`src/rtl/uart_rx_sampler_pkg.sv`:
```
// Shared constants and helpers for the UART RX oversampling front end.
package uart_rx_pkg;

  localparam int unsigned EDGE_W = 6;
  localparam int unsigned BIT_W  = 4;

  localparam logic [EDGE_W-1:0] PRESCALE_8  = 6'd8;
  localparam logic [EDGE_W-1:0] PRESCALE_16 = 6'd16;
  localparam logic [EDGE_W-1:0] PRESCALE_32 = 6'd32;

  localparam logic [BIT_W-1:0] BIT_CNT_MAX = 4'd15;

  // Any ratio other than 16 or 32 falls back to 8.
  function automatic logic [EDGE_W-1:0] eff_prescale(input logic [EDGE_W-1:0] presc);
    logic [EDGE_W-1:0] p;
    case (presc)
      PRESCALE_16: p = PRESCALE_16;
      PRESCALE_32: p = PRESCALE_32;
      default:     p = PRESCALE_8;
    endcase
    return p;
  endfunction

  function automatic logic maj3(input logic a, input logic b, input logic c);
    return (a & b) | (a & c) | (b & c);
  endfunction

endpackage

```
`src/rtl/uart_rx_sampler_if.sv`:
```
// Signals exchanged between the RX control FSM and the oversampling front end.
interface uart_rx_sampler_if #(
  parameter int unsigned EDGE_W = uart_rx_pkg::EDGE_W,
  parameter int unsigned BIT_W  = uart_rx_pkg::BIT_W
) ();

  logic              RX_IN;
  logic [5:0]        Prescale;
  logic              enable;
  logic              data_samp_en;
  logic [EDGE_W-1:0] edge_cnt;
  logic [BIT_W-1:0]  bit_cnt;
  logic              sampled_bit;
  logic              samp_valid;

  modport master (
    output RX_IN, Prescale, enable, data_samp_en,
    input  edge_cnt, bit_cnt, sampled_bit, samp_valid
  );

  modport slave (
    input  RX_IN, Prescale, enable, data_samp_en,
    output edge_cnt, bit_cnt, sampled_bit, samp_valid
  );

endinterface

```
`src/rtl/uart_rx_edge_bit_cnt.sv`:
```
// Edge-within-bit and bit-within-frame counters with prescale legalization.
module uart_rx_edge_bit_cnt #(
  parameter int unsigned EDGE_W = uart_rx_pkg::EDGE_W,
  parameter int unsigned BIT_W  = uart_rx_pkg::BIT_W
) (
  input  logic              clk,
  input  logic              rst,
  input  logic              enable_i,
  input  logic [5:0]        prescale_i,
  output logic [EDGE_W-1:0] edge_cnt_o,
  output logic [BIT_W-1:0]  bit_cnt_o,
  output logic [EDGE_W-1:0] mid_o,
  output logic              wrap_o
);
  import uart_rx_pkg::*;

  logic [EDGE_W-1:0] p_eff;
  logic [EDGE_W-1:0] p_last;
  logic [EDGE_W-1:0] edge_q, edge_d;
  logic [BIT_W-1:0]  bit_q, bit_d;

  assign p_eff  = EDGE_W'(eff_prescale(prescale_i));
  assign p_last = p_eff - EDGE_W'(1);
  assign mid_o  = p_eff >> 1;

  // >= rather than == so a prescale shrink mid-bit wraps instead of running away.
  assign wrap_o = enable_i && (edge_q >= p_last);

  always_comb begin
    edge_d = edge_q;
    bit_d  = bit_q;
    if (!enable_i) begin
      edge_d = '0;
      bit_d  = '0;
    end else if (wrap_o) begin
      edge_d = '0;
      if (bit_q != BIT_W'(BIT_CNT_MAX)) begin
        bit_d = bit_q + 1'b1;
      end
    end else begin
      edge_d = edge_q + 1'b1;
    end
  end

  always_ff @(posedge clk or posedge rst) begin
    if (rst) begin
      edge_q <= '0;
      bit_q  <= '0;
    end else begin
      edge_q <= edge_d;
      bit_q  <= bit_d;
    end
  end

  assign edge_cnt_o = edge_q;
  assign bit_cnt_o  = bit_q;

endmodule

```
`src/rtl/uart_rx_sampler.sv`:
```
// UART RX oversampling front end: counters plus three-sample mid-bit majority vote.
module uart_rx_sampler #(
  parameter int unsigned EDGE_W = uart_rx_pkg::EDGE_W,
  parameter int unsigned BIT_W  = uart_rx_pkg::BIT_W
) (
  input  logic              clk,
  input  logic              rst,
  uart_rx_sampler_if.slave  bus
);
  import uart_rx_pkg::*;

  logic [EDGE_W-1:0] edge_cnt;
  logic [EDGE_W-1:0] mid;
  logic [BIT_W-1:0]  bit_cnt;
  logic              wrap;
  logic              capture;

  logic s0_q, s0_d;
  logic s1_q, s1_d;
  logic s2_q, s2_d;
  logic sampled_q, sampled_d;
  logic valid_q, valid_d;

  uart_rx_edge_bit_cnt #(
    .EDGE_W (EDGE_W),
    .BIT_W  (BIT_W)
  ) u_cnt (
    .clk        (clk),
    .rst        (rst),
    .enable_i   (bus.enable),
    .prescale_i (bus.Prescale),
    .edge_cnt_o (edge_cnt),
    .bit_cnt_o  (bit_cnt),
    .mid_o      (mid),
    .wrap_o     (wrap)
  );

  assign capture = bus.enable && bus.data_samp_en;

  always_comb begin
    s0_d      = s0_q;
    s1_d      = s1_q;
    s2_d      = s2_q;
    sampled_d = sampled_q;
    valid_d   = 1'b0;
    if (capture) begin
      if (edge_cnt == mid - EDGE_W'(2)) begin
        s0_d = bus.RX_IN;
      end
      if (edge_cnt == mid - EDGE_W'(1)) begin
        s1_d = bus.RX_IN;
      end
      // Third sample is the live line value, so the vote lands on the mid edge itself.
      if (edge_cnt == mid) begin
        s2_d      = bus.RX_IN;
        sampled_d = maj3(s0_q, s1_q, s2_d);
        valid_d   = 1'b1;
      end
    end
    if (wrap) begin
      s0_d = 1'b1;
      s1_d = 1'b1;
    end
  end

  always_ff @(posedge clk or posedge rst) begin
    if (rst) begin
      s0_q      <= 1'b1;
      s1_q      <= 1'b1;
      s2_q      <= 1'b1;
      sampled_q <= 1'b1;
      valid_q   <= 1'b0;
    end else begin
      s0_q      <= s0_d;
      s1_q      <= s1_d;
      s2_q      <= s2_d;
      sampled_q <= sampled_d;
      valid_q   <= valid_d;
    end
  end

  assign bus.edge_cnt    = edge_cnt;
  assign bus.bit_cnt     = bit_cnt;
  assign bus.sampled_bit = sampled_q;
  assign bus.samp_valid  = valid_q;

endmodule

```
`src/flat_wrapper.sv`:
```
// flat-port wrapper written by rule: the top's interface ports become plain ports
module uart_rx_sampler_flat import uart_rx_pkg::*;
#(
  parameter int unsigned EDGE_W = uart_rx_pkg::EDGE_W,
  parameter int unsigned BIT_W  = uart_rx_pkg::BIT_W
)
  (clk, rst, bus_RX_IN, bus_Prescale, bus_enable, bus_data_samp_en, bus_edge_cnt, bus_bit_cnt, bus_sampled_bit, bus_samp_valid);
  uart_rx_sampler_if #(.EDGE_W(EDGE_W), .BIT_W(BIT_W)) bus_i ();
  input  logic clk;
  input  logic rst;
  input wire logic [$bits(bus_i.RX_IN)-1:0] bus_RX_IN;
  input wire logic [$bits(bus_i.Prescale)-1:0] bus_Prescale;
  input wire logic [$bits(bus_i.enable)-1:0] bus_enable;
  input wire logic [$bits(bus_i.data_samp_en)-1:0] bus_data_samp_en;
  output wire logic [$bits(bus_i.edge_cnt)-1:0] bus_edge_cnt;
  output wire logic [$bits(bus_i.bit_cnt)-1:0] bus_bit_cnt;
  output wire logic [$bits(bus_i.sampled_bit)-1:0] bus_sampled_bit;
  output wire logic [$bits(bus_i.samp_valid)-1:0] bus_samp_valid;
  assign bus_i.RX_IN = bus_RX_IN;
  assign bus_i.Prescale = bus_Prescale;
  assign bus_i.enable = bus_enable;
  assign bus_i.data_samp_en = bus_data_samp_en;
  assign bus_edge_cnt = bus_i.edge_cnt;
  assign bus_bit_cnt = bus_i.bit_cnt;
  assign bus_sampled_bit = bus_i.sampled_bit;
  assign bus_samp_valid = bus_i.samp_valid;
  uart_rx_sampler #(.EDGE_W(EDGE_W), .BIT_W(BIT_W)) u_core (.clk(clk), .rst(rst), .bus(bus_i));
endmodule
```
`config.mk`:
```
export PLATFORM = sky130hd
export DESIGN_NAME = uart_rx_sampler_flat
export DESIGN_NICKNAME = d
export VERILOG_FILES = /design/src/rtl/uart_rx_sampler_pkg.sv /design/src/rtl/uart_rx_sampler_if.sv /design/src/rtl/uart_rx_edge_bit_cnt.sv /design/src/rtl/uart_rx_sampler.sv /design/src/flat_wrapper.sv
export SDC_FILE = /design/constraint.sdc
export NUM_CORES = 1
export LEC_CHECK = 0
export CAP_MARGIN = 20
export CORE_MARGIN = 2
export CORE_UTILIZATION = 55
export DETAILED_ROUTE_END_ITERATION = 10
export GPL_TIMING_DRIVEN = 1
export HOLD_SLACK_MARGIN = 0.1
export PLACE_DENSITY = 0.92
export RECOVER_POWER = 50
export SYNTH_ARGS = -nofsm -noshare
export SYNTH_HDL_FRONTEND = slang
export SYNTH_HIERARCHICAL = 1
export SYNTH_SLANG_ARGS = --single-unit
```
`constraint.sdc`:
```
create_clock -name clk -period 4.4 [get_ports clk]
set_input_delay 0.66 -clock clk [delete_from_list [all_inputs] [get_ports clk]]
set_output_delay 0.66 -clock clk [all_outputs]
set_load 0.02 [all_outputs]
```
==> out/qor.yml <==
run_status:
  status: "completed"
clock_tree:
  clk_latency_ps: 270
  cts_resized: 0
  h-tree-depth: 1
  numCtsBuffers: 3
  cts_root_buffer: "clkbuf_4"
  path_clk_slew_ps: 80
  cts_setup_buffers: 0
  clockBufferDepth: 2
  cts.sinks: 14
  cts_tree: "built"
  hold_buffers: 0
power:
  swShare_pct: 27.58
  power_density_nw_per_um2: 228.5
  vdd_drop_max_mv: 0.1942
  clkPwrFrac_pct: 28.1
  p_sw_uw: 89.26
  internal_power_uw: 234.4
  comb_power_share_pct: 22.7
  seq_power_share_pct: 49.2
  p_leak_uw: 0.0006170
floorplan:
  die_area_um2: 2482
  die_h_um: 49.82
  die_w_um: 49.82
  core_um2: 1962
  ios: 23
  initial_utilization_pct: 58.86
  rows: 16
timing:
  fin_tns_setup_ps: 0
  period_needed_ps: 3168
  skew_ps: 1.356
  grt_setup_unrepaired: "false"
  worst_pin_slew_ps: 946.4
  whs_ps: 543.4
  fin_ws_ps: 1232
  fmax_ghz: 0.3156
  final_hold_viol_count: 0
  setup-violations-final: 0
  slew_headroom_pct: 36.77
  period_share_pct: 72.01
  slew_violations: 0
placed_design:
  portBuffers: 22
  dpl_cell_area_um2: 1380
  preCtsSetupSlack_ps: 991.5
  gp_congestion: 0.8933
  hpwl_um: 1947
setup_path:
  crit_fanout: 8
  crit_buf_inv: 1
  path_delay_family: "simple AND/OR/NAND/NOR gates"
  max_stage_delay_ps: 780
  critPathSlowestCell: "nor3b_1"
  path_depth: 8
  crit_required_ps: 4610
  startpoint_type: "primary input"
  crit_chain: "clkdlybuf4s50_1 -> or4_1 -> nor3b_1 -> nand2b_1 -> a21oi_1 -> a311o_1 -> a21oi_1 -> mux2i_1"
  path_common_cell: "a21oi_1"
  crit_path_end_kind: "flip-flop"
  worstPathArrival_ps: 3370
  criticalPathCategory: "in2reg"
  worstRegToRegCells: 6
synth:
  syn_inst: 124
  synthFlopType: "dfrtp_1"
  netlist_area_um2: 1155
  synth_warnings: 6
  ys_seq_elements: 14
  yosysTopAreaCellShare_pct: 23.84
  ys_seq_area_share_pct: 30.66
  async_flop_share_pct: 100.0
  synth_top_cell_by_area: "dfrtp_1"
  synth_edf_count: 0
  yosysUniqueCellTypes: 39
  ys_top_cells_by_area: "dfrtp_1, ha_1, dfstp_2"
  avgSynthCellArea_um2: 9.313
  synthTopCellsByCount: "dfrtp_1, nand2_1, nor2_1"
grt:
  grt_util_all_layers_pct: 22.06
  overflow: 0
  antenna_found_initial: 0
  grt_max_degree: 13
  grtUsageMet1_pct: 26.17
  grt_first_pass_wirelength_um: 4243
  grt-busiest-layer: "met2"
  use_met2_pct: 41.33
  grtUsageMet3_pct: 2.727
  grt_pass1_vias: 982
finish:
  insertedDiodeCount: 0
  layout-drive-gt1-share_pct: 10.96
  syn_to_final_growth_pct: 22.64
  finish.instance_area_um2: 1416
  nets: 166
routing:
  routed-via-count: 948
  drt_iter0_drc: 30
  dr.pass1.iters: 4
  post-route-drc-count: 0
  viasPerCell: 5.480
  wirelength_um: 2393
  routedWlPerCell_um: 13.83
  ant_nets: 0
flow_run:
  maxCapViolCount: 0
hold_path:
  hold_depth: 2
  worstHoldPathType: "reg2reg"
==> registers in the layout, summed over array words and instances (netlist names) <==
register	count
u_core/s1_q	1
u_core/u_cnt/edge_cnt_o	6
u_core/bus.samp_valid	1
u_core/s0_q	1
u_core/u_cnt/bit_cnt_o	4
u_core/bus.sampled_bit	1
==> cell usage in the layout, fill, tap and decap left out, drive strengths merged, types with 5 or more instances in the layout <==
cell type      Yosys  routed
a21oi              5       5
clkdlybuf4s50      0      15
dfrtp             11      11
dlygate4sd3        0       7
ha                 8       8
inv                8       8
mux2i              5       5
nand2             11      11
nand3              8       8
nor2              11      11
xnor2              6       6
xor2              11      11
==> final cells by class <==
| type | instances | area [µm²] |
|---|---|---|
| multi-input combinational | 98 | 742.0 |
| fill | 170 | 545.5 |
| sequential | 14 | 354.1 |
| timing repair buffer | 22 | 220.2 |
| clock buffer | 4 | 36.28 |
| tap | 27 | 33.78 |
| inverter | 8 | 30.03 |
==> stage by stage <==
stage	total power, µW	util, %	std cells
4_1_cts	326.2	72.19	173
2_1_floorplan	208.7	-	126
3_3_place_gp	230.4	70.34	169
3_5_place_dp	235.0	70.34	169
6_report	323.7	72.19	173
5_1_grt	342.8	72.19	173
==> cell families after synthesis <==
family / share of synthesized area [%]
adders and majority gates: 9.535
other: 0.6503
muxes: 5.309
DFF: 30.66
xor gates and xnor gates: 14.84
and+or+nand+nor: 21.78
AOI/OAI and AO/OA: 11.48
buffers and inverters: 5.742
==> worst paths after layout <==
| path | from | end | slack (ps) |
|---|---|---|---|
| setup / recovery | bus_Prescale[3] | u_core/s0_q | 1230 |
| min in group asynchronous | rst | u_core/bus.samp_valid | 730 |
| hold / removal | u_core/s0_q | u_core/s0_q | 540 |
| setup reg to reg | u_core/u_cnt/edge_cnt_o[3] | u_core/s1_q | 2580 |
| max in group asynchronous | rst | u_core/u_cnt/edge_cnt_o[4] | 3310 |
| hold reg to reg | u_core/s0_q | u_core/s0_q | 540 |
==> per-layer routing <==
metal  up-vias  share of wire [%]
met5         -                  0
met4         0               0.29
met3         2                4.6
met2        21                 53
met1       455                 42
li1        470                  -
==> worst min-delay path, delay by kind of cell (launching register included) <==
kind	cells	cell delay, ps
simple gates	1	90
mux	1	70
flops	1	380
==> power by group through the flow <==
stage | Clock (µW) | Combinational, µW | Sequential [µW]
6_report | 90.9 | 73.5 | 159
3_3_place_gp | 0 | 69.0 | 161
2_1_floorplan | 0 | 45.6 | 163
3_5_place_dp | 0 | 73.0 | 162
4_1_cts | 93.4 | 73.2 | 160
5_1_grt | 101 | 80.1 | 162
No activity file was read; power rests on OpenSTA's default activity.
